`src/rtl/mux_rr_reg_if.sv`:
```
// Handshake bundle between upstream channels, the registered mux and the downstream sink.
// Signal names keep the block's i_/o_ direction, seen from the mux.
interface mux_rr_reg_if #(
    parameter int WIDTH = 5,
    parameter int NCH   = 4,
    parameter int SELW  = 2
);
    logic [NCH*WIDTH-1:0] i_data;
    logic [NCH-1:0]       i_valid;
    logic [NCH-1:0]       o_ready;
    logic                 i_mode;
    logic [SELW-1:0]      i_sel;
    logic [WIDTH-1:0]     o_data;
    logic [SELW-1:0]      o_chan;
    logic                 o_valid;
    logic                 i_ready;

    modport slave (
        input  i_data, i_valid, i_mode, i_sel, i_ready,
        output o_ready, o_data, o_chan, o_valid
    );

    modport master (
        output i_data, i_valid, i_mode, i_sel, i_ready,
        input  o_ready, o_data, o_chan, o_valid
    );
endinterface

```
`src/rtl/mux_rr_reg.sv`:
```
// Registered N-channel mux with a fixed-select or round-robin grant and a one-word output stage.
// Grants are issued only when the output register can load, so every grant is a transfer.
module mux_rr_reg #(
    parameter int WIDTH = 5,
    parameter int NCH   = 4,
    parameter int SELW  = 2
) (
    input  logic          i_clk,
    input  logic          i_rst,
    mux_rr_reg_if.slave   bus
);

    logic [WIDTH-1:0] ch_data [NCH];

    logic [SELW-1:0]  ptr_q, ptr_d;
    logic [WIDTH-1:0] o_data_q, o_data_d;
    logic [SELW-1:0]  o_chan_q, o_chan_d;
    logic             o_valid_q, o_valid_d;

    logic             load;
    logic             fix_req;
    logic             hi_found, lo_found;
    logic [SELW-1:0]  hi_idx, lo_idx;
    logic             req_any;
    logic             gnt_any;
    logic [SELW-1:0]  gnt_idx;
    logic [WIDTH-1:0] gnt_data;

    generate
        for (genvar gi = 0; gi < NCH; gi++) begin : g_chan
            assign ch_data[gi]     = bus.i_data[gi*WIDTH +: WIDTH];
            assign bus.o_ready[gi] = gnt_any && (int'(gnt_idx) == gi);
        end
    endgenerate

    assign load = !o_valid_q || bus.i_ready;

    // Round-robin search split in two passes: channels at/above ptr first, then the wrapped ones below.
    always_comb begin
        fix_req  = 1'b0;
        hi_found = 1'b0;
        lo_found = 1'b0;
        hi_idx   = '0;
        lo_idx   = '0;
        for (int k = 0; k < NCH; k++) begin
            if (k == int'(bus.i_sel)) begin
                fix_req = bus.i_valid[k];
            end
            if (!hi_found && bus.i_valid[k] && (k >= int'(ptr_q))) begin
                hi_found = 1'b1;
                hi_idx   = k[SELW-1:0];
            end
            if (!lo_found && bus.i_valid[k] && (k < int'(ptr_q))) begin
                lo_found = 1'b1;
                lo_idx   = k[SELW-1:0];
            end
        end
    end

    always_comb begin
        if (bus.i_mode) begin
            req_any = hi_found || lo_found;
            gnt_idx = hi_found ? hi_idx : lo_idx;
        end else begin
            req_any = fix_req;
            gnt_idx = bus.i_sel;
        end
        gnt_any = req_any && load && !i_rst;
    end

    always_comb begin
        gnt_data = '0;
        for (int k = 0; k < NCH; k++) begin
            if (k == int'(gnt_idx)) begin
                gnt_data = ch_data[k];
            end
        end
    end

    always_comb begin
        ptr_d     = ptr_q;
        o_data_d  = o_data_q;
        o_chan_d  = o_chan_q;
        o_valid_d = o_valid_q;
        if (load) begin
            o_valid_d = gnt_any;
            if (gnt_any) begin
                o_data_d = gnt_data;
                o_chan_d = gnt_idx;
                if (bus.i_mode) begin
                    ptr_d = (int'(gnt_idx) == NCH - 1) ? '0 : gnt_idx + 1'b1;
                end
            end
        end
    end

    always_ff @(posedge i_clk) begin
        if (i_rst) begin
            ptr_q     <= '0;
            o_data_q  <= '0;
            o_chan_q  <= '0;
            o_valid_q <= 1'b0;
        end else begin
            ptr_q     <= ptr_d;
            o_data_q  <= o_data_d;
            o_chan_q  <= o_chan_d;
            o_valid_q <= o_valid_d;
        end
    end

    assign bus.o_data  = o_data_q;
    assign bus.o_chan  = o_chan_q;
    assign bus.o_valid = o_valid_q;

endmodule

```
`src/flat_wrapper.sv`:
```
// flat-port wrapper written by rule: the top's interface ports become plain ports
module mux_rr_reg_flat 
#(
    parameter int WIDTH = 5,
    parameter int NCH   = 4,
    parameter int SELW  = 2
)
  (i_clk, i_rst, bus_i_data, bus_i_valid, bus_i_mode, bus_i_sel, bus_i_ready, bus_o_ready, bus_o_data, bus_o_chan, bus_o_valid);
  mux_rr_reg_if #(.WIDTH(WIDTH), .NCH(NCH), .SELW(SELW)) bus_i ();
  input  logic i_clk;
  input  logic i_rst;
  input wire logic [$bits(bus_i.i_data)-1:0] bus_i_data;
  input wire logic [$bits(bus_i.i_valid)-1:0] bus_i_valid;
  input wire logic [$bits(bus_i.i_mode)-1:0] bus_i_mode;
  input wire logic [$bits(bus_i.i_sel)-1:0] bus_i_sel;
  input wire logic [$bits(bus_i.i_ready)-1:0] bus_i_ready;
  output wire logic [$bits(bus_i.o_ready)-1:0] bus_o_ready;
  output wire logic [$bits(bus_i.o_data)-1:0] bus_o_data;
  output wire logic [$bits(bus_i.o_chan)-1:0] bus_o_chan;
  output wire logic [$bits(bus_i.o_valid)-1:0] bus_o_valid;
  assign bus_i.i_data = bus_i_data;
  assign bus_i.i_valid = bus_i_valid;
  assign bus_i.i_mode = bus_i_mode;
  assign bus_i.i_sel = bus_i_sel;
  assign bus_i.i_ready = bus_i_ready;
  assign bus_o_ready = bus_i.o_ready;
  assign bus_o_data = bus_i.o_data;
  assign bus_o_chan = bus_i.o_chan;
  assign bus_o_valid = bus_i.o_valid;
  mux_rr_reg #(.WIDTH(WIDTH), .NCH(NCH), .SELW(SELW)) u_core (.i_clk(i_clk), .i_rst(i_rst), .bus(bus_i));
endmodule
```
`config.mk`:
```
export PLATFORM = sky130hd
export DESIGN_NAME = mux_rr_reg_flat
export DESIGN_NICKNAME = d
export VERILOG_FILES = /design/src/rtl/mux_rr_reg_if.sv /design/src/rtl/mux_rr_reg.sv /design/src/flat_wrapper.sv
export SDC_FILE = /design/constraint.sdc
export NUM_CORES = 1
export LEC_CHECK = 0
export CELL_PAD_IN_SITES_DETAIL_PLACEMENT = 0
export CELL_PAD_IN_SITES_GLOBAL_PLACEMENT = 1
export CORE_UTILIZATION = 42
export CTS_CLUSTER_SIZE = 20
export DETAILED_ROUTE_END_ITERATION = 7
export DONT_BUFFER_PORTS = 1
export PLACE_DENSITY = 0.85
export SETUP_SLACK_MARGIN = 0.05
export SYNTH_ARGS = -nofsm -noshare
export SYNTH_HDL_FRONTEND = slang
export SYNTH_SLANG_ARGS = --single-unit
```
`constraint.sdc`:
```
create_clock -name i_clk -period 2.5 [get_ports i_clk]
set_input_delay 0.375 -clock i_clk [delete_from_list [all_inputs] [get_ports i_clk]]
set_output_delay 0.375 -clock i_clk [all_outputs]
set_load 0.01 [all_outputs]
```
After elaboration in Yosys (flattened, before gate mapping)
Index checks and enable logic that the tools add are counted.

operators by class
  mux-type cells = 24
  $add $sub $neg = 1
  equality and inequality tests = 9
  magnitude comparators = 6
  reductions and logical operators = 30

operator list
  kind                                                                                 number
  5-bit 2-to-1 mux                                                                     4
  1-bit logical AND                                                                    17
  1-bit 2-to-1 mux                                                                     14
  2-bit 2-to-1 mux                                                                     6
  2-bit == test (first input constant)                                                 4
  1-bit zero test                                                                      7
  1-bit by 2-bit == test with 1-bit output (first input constant)                      2
  2-bit == test (second input constant)                                                2
  1-bit by 2-bit greater-or-equal comparator with 1-bit output (first input constant)  2
  2-bit zero test                                                                      2
  1-bit by 2-bit < comparator with 1-bit output (first input constant)                 2
  3-bit AND reduction                                                                  1
  2-bit by 1-bit adder with 2-bit output (second input constant)                       1
  2-bit by 1-bit == test with 1-bit output (second input constant)                     1
  2-bit greater-or-equal comparator (first input constant)                             1
  1-bit logical OR                                                                     2
  2-bit < comparator (first input constant)                                            1
  2-bit AND reduction                                                                  1

word-level totals
  output and inout bits = 12
  flip-flop bits (word level) = 10
  word-level logic and storage cells = 74

Logic depth before layout (Yosys ltp)
  depth after elaboration = 21
  gate-level depth with buffers = 12
  depth with buffers taken out = 11

Worst setup path after synthesis
OpenSTA, ideal clock, no wires.

  kind = in2reg
  from = input bus_i_valid[0]
  to = register u_core.o_data_q[1], in the netlist u_core.bus.o_data[1]
  stages on the path = 12
  buffers on the path = 1
  path slack = 0.195 ns
  setup time = 0.080 ns
  data arrival time = 2.225 ns
  data required time = 2.420 ns
  cells stage by stage = buf_2 > nor2b_1 > o21bai_1 > a31oi_1 > nor2_1 > inv_1 > ha_1 > nor2b_1 > a221oi_1 > nor3_1 > a21oi_1 > a211oi_2

between the ends
  word-level cells in the longest chain between the ends = 20
  elaborated cells between the ends (all ways) = 47

ends and longest elaborated chain
  what                                                         RTL line            text
  from (decl)                                                  flat_wrapper.sv:13  input wire logic [$bits(bus_i.i_valid)-1:0] bus_i_valid;
  1-bit logical AND                                            mux_rr_reg.sv:49    if (!hi_found && bus.i_valid[k] && (k >= int'(ptr_q))) begin
  1-bit 2-to-1 mux                                             mux_rr_reg.sv:49
  1-bit zero test                                              mux_rr_reg.sv:49
  1-bit logical AND (2 in series)                              mux_rr_reg.sv:49
  1-bit 2-to-1 mux                                             mux_rr_reg.sv:49
  1-bit zero test                                              mux_rr_reg.sv:49
  1-bit logical AND (2 in series)                              mux_rr_reg.sv:49
  1-bit 2-to-1 mux                                             mux_rr_reg.sv:49
  1-bit zero test                                              mux_rr_reg.sv:49
  1-bit logical AND                                            mux_rr_reg.sv:49
  2-bit 2-to-1 mux / 1-bit 2-to-1 mux (equally long branches)  mux_rr_reg.sv:49
  2-bit 2-to-1 mux (*)                                         mux_rr_reg.sv:63    gnt_idx = hi_found ? hi_idx : lo_idx;
  2-bit 2-to-1 mux (*)                                         mux_rr_reg.sv:61    if (bus.i_mode) begin
  net u_core.gnt_idx[0]                                        mux_rr_reg.sv:26    logic [SELW-1:0] gnt_idx;
  2-bit zero test                                              mux_rr_reg.sv:74    if (k == int'(gnt_idx)) begin
  5-bit 2-to-1 mux (3 in series)                               mux_rr_reg.sv:74
  5-bit 2-to-1 mux (*)                                         mux_rr_reg.sv:74
  to (signal assigned)                                         mux_rr_reg.sv:105   o_data_q <= o_data_d;
  to (decl)                                                    mux_rr_reg.sv:16    logic [WIDTH-1:0] o_data_q, o_data_d;

Mark *: on every way through the listed nets, which the timed path passes. The rest lies on a longest branch.
A chain may end at the register's enable or synchronous reset.

Worst setup path in the final report
  from = register u_core.ptr_q[1]
  to = output bus_o_ready[1]

between the ends
  elaborated cells between the ends (all ways) = 42

RTL lines
  what                                                          RTL line            text
  from (decl)                                                   mux_rr_reg.sv:15    logic [SELW-1:0] ptr_q, ptr_d;
  from (signal assigned)                                        mux_rr_reg.sv:104   ptr_q <= ptr_d;
  1-bit by 2-bit greater-or-equal comparator with 1-bit output  mux_rr_reg.sv:49
  1-bit logical AND                                             mux_rr_reg.sv:49
  1-bit 2-to-1 mux                                              mux_rr_reg.sv:49
  1-bit zero test                                               mux_rr_reg.sv:49
  1-bit logical AND (2 in series)                               mux_rr_reg.sv:49
  1-bit 2-to-1 mux                                              mux_rr_reg.sv:49
  1-bit zero test                                               mux_rr_reg.sv:49
  1-bit logical AND (2 in series)                               mux_rr_reg.sv:49
  1-bit 2-to-1 mux                                              mux_rr_reg.sv:49
  1-bit zero test                                               mux_rr_reg.sv:49
  1-bit logical AND                                             mux_rr_reg.sv:49
  2-bit 2-to-1 mux / 1-bit 2-to-1 mux (equally long branches)   mux_rr_reg.sv:49
  2-bit 2-to-1 mux (*)                                          mux_rr_reg.sv:63
  2-bit 2-to-1 mux (*)                                          mux_rr_reg.sv:61
  net u_core.gnt_idx[0]                                         mux_rr_reg.sv:26
  2-bit == test (*)                                             mux_rr_reg.sv:32    assign bus.o_ready[gi] = gnt_any && (int'(gnt_idx) == gi);
  1-bit logical AND (*)                                         mux_rr_reg.sv:32
  to (decl)                                                     flat_wrapper.sv:17  output wire logic [$bits(bus_i.o_ready)-1:0] bus_o_ready;

Marks and branches as above.

==> reports/results.ini <==
[status]
status = finished, final reports clean

[synthesis]
yosys.area_share.simple_pct = 25.6
synth_nets = 139
synth.cell_area_sq_um = 861
synth_largest_area_cell = dfxtp_1
synthArstFlopShare_pct = 0
synth_xor_area_share_pct = 0
ys_top_cells_by_area = dfxtp_1, a211oi_2, nor2b_1
synth_top_area_share_pct = 23.3
synth-compound-area-share_pct = 34.2
yosysWarnings = 0
muxShareOfSynthArea_pct = 4.65
syn_avg_cell_area_sq_um = 8.20
synthDistinctLibCells = 33
ys_seq_area_share_pct = 23.3
synth_seq_cells = 10
synth_top_family_by_area = compound AO/OA/AOI/OAI gates
synth_fa_ha_area_share_pct = 5.81
synthCells = 105
synth_edf_count = 0
ys.flop_type = dfxtp_1

[min_path]
hold_class = in2reg
min-delay-start = i_rst
hold-path-endpoint = u_core.bus.o_data[0]
hold-path-cell-count = 1

[pwr]
cellLeakagePower_nw = 0.356
peakVddDrop_mv = 0.313
powerDensity_nw_per_um2 = 573

[setup_path]
rr_startpoint = u_core.ptr_q[1]
crit_chain = o21ba_2, nor2_1, a31oi_1, nor2_2, inv_1, ha_1, buf_4, and3_1
cpPeakStageDelay_ns = 0.39
crit_type = reg2out
r2r_slack_ns = 0.21
startpoint_type = flip-flop
arrival_ns = 1.95
crit_family = simple AND/OR/NAND/NOR gates
critPathBufInv = 2
r2r-end = u_core.bus.o_data[0]
path_depth = 8
slowest_stage = dfxtp_2
ff2ff_path_depth = 11
end_kind = output pin
cp_data_required_time_ns = 2.12
cp_max_fo = 7

[clock_network]
clock_sinks = 10
cts_hold_buf = 0
clk_path_buf_depth = 2
numCtsBuffers = 3
clk_pin_slew_worst_paths_ns = 0.07
cts_tree = built
htreeDepth = 1
insertion_delay_ns = 0.26
root_buffer = clkbuf_4

[route]
drc_errors = 0
drt-initial-drc-count = 12
routed_wl_um = 1960
postRouteAntennaNets = 0
detail_route.first_pass.iterations = 6
wl_per_cell_um = 14.8
vias = 799
drt-vias-per-instance = 6.05

[timing]
clock.fmax_mhz = 429
worst_pin_slew_ns = 0.624
slew_headroom_pct = 58.3
fin_crit_ns = 2.33
skew_ns = 0.00199
holdWs_ns = 0.167
hold_viol_final = 0
slew_viol_final = 0
setup_viol = 0
finalCritPeriodShare_pct = 93.2
tns_ns = 0
rsz0062_at_grt = false

[global_routing]
overflow = 0
grt_max_degree = 15
antenna_found_initial = 0
grt_pass1_vias = 655
grt_pass1_wl_um = 2670
grt_util_all_layers_pct = 16.8

[job]
drv_cap = 0

[die]
core_sq_um = 1940
die_w_um = 47.3
dieHeight_um = 47.3
rows = 16
start_util_pct = 44.3
dieArea_sq_um = 2230
pin_count = 42

[final_layout]
nets = 140
drive_gt1_share_pct = 24.8
areaGrowthSynthToFinish_pct = 7.70
finish.utilization_pct = 47.7
antenna_cells = 0
n_fill_cell = 196
layout_common_cells = a21oi_1, dfxtp_1, nor2b_1

[place]
portBuffers = 0
gp_congestion = 0.733
dp_hpwl_um = 1510

-- per-stage QoR --
stage,std cells,power (mW),setup WS [ns],instance area [sq um]
CTS,131,0.530,0.0784,916
floorplan,105,0.355,0.195,861
global route,132,0.568,0.0458,927
finish,132,0.531,0.170,927
global placement,127,0.375,0.170,872
detailed placement,127,0.380,0.0395,872
-- Yosys cell counts, types with 2 or more instances --
cell type / instances
nor3_1: 4
and3_1: 4
clkbuf_1: 3
nor2_1: 5
mux2i_1: 4
o21ai_0: 2
buf_2: 3
inv_1: 5
a21oi_2: 5
nand2b_1: 6
ha_1: 4
dfxtp_1: 10
a211oi_2: 5
o2111ai_1: 2
a21oi_1: 9
nor2b_1: 9
a221oi_1: 4
nand2_1: 5
a31oi_1: 2
-- report_power, final --
group	switching, mW	internal, mW
registers	0.0248	0.178
logic	0.0957	0.0858
clock network	0.0580	0.0883
total	0.178	0.353
-- layout make-up --
class	instances	area [sq um]	area share, %
multi-input cells	83	614	66.3
flip-flops and latches	10	201	21.7
clock buffers	4	36.3	3.91
well taps	27	33.8	3.64
repair buffers	3	22.5	2.43
inverters	5	18.8	2.02
-- how the worst max path moves through the flow --
stage | startpoint | endpoint
floorplan | bus_i_valid[0] | u_core.bus.o_data[1]
global placement | u_core.ptr_q[1] | u_core.bus.o_data[2]
detailed placement | u_core.ptr_q[1] | u_core.bus.o_data[2]
CTS | u_core.ptr_q[1] | bus_o_ready[1]
global route | u_core.ptr_q[1] | u_core.bus.o_data[1]
finish | u_core.ptr_q[1] | bus_o_ready[1]
-- per-layer routing --
layer	track usage, %	wire (um)	part of all wire, %	up-vias
li1	-	-	-	388
met1	23.1	928	47	373
met2	25.2	870	44	36
met3	5.00	155	7.9	2
met4	5.14	6	0.31	0
met5	0	0	0	-
-- registers in the layout (all words and copies together), names as in the netlist --
register and count:
u_core.ptr_q 2, u_core.bus.o_valid 1, u_core.bus.o_chan 2, u_core.bus.o_data 5
-- timing repair --
item                       4_1_cts  5_1_grt
setup buffers                    0        1
setup endpoints to repair        4        9
pin swaps                        0        1
gates resized for setup          3        2
-- logic make-up after synthesis --
kind of cell,Yosys count
simple gates,38
flops,10
buf+inv,12
mux,4
fa+ha+maj,4
compound gates,37
(Power assumes the default switching activity.)
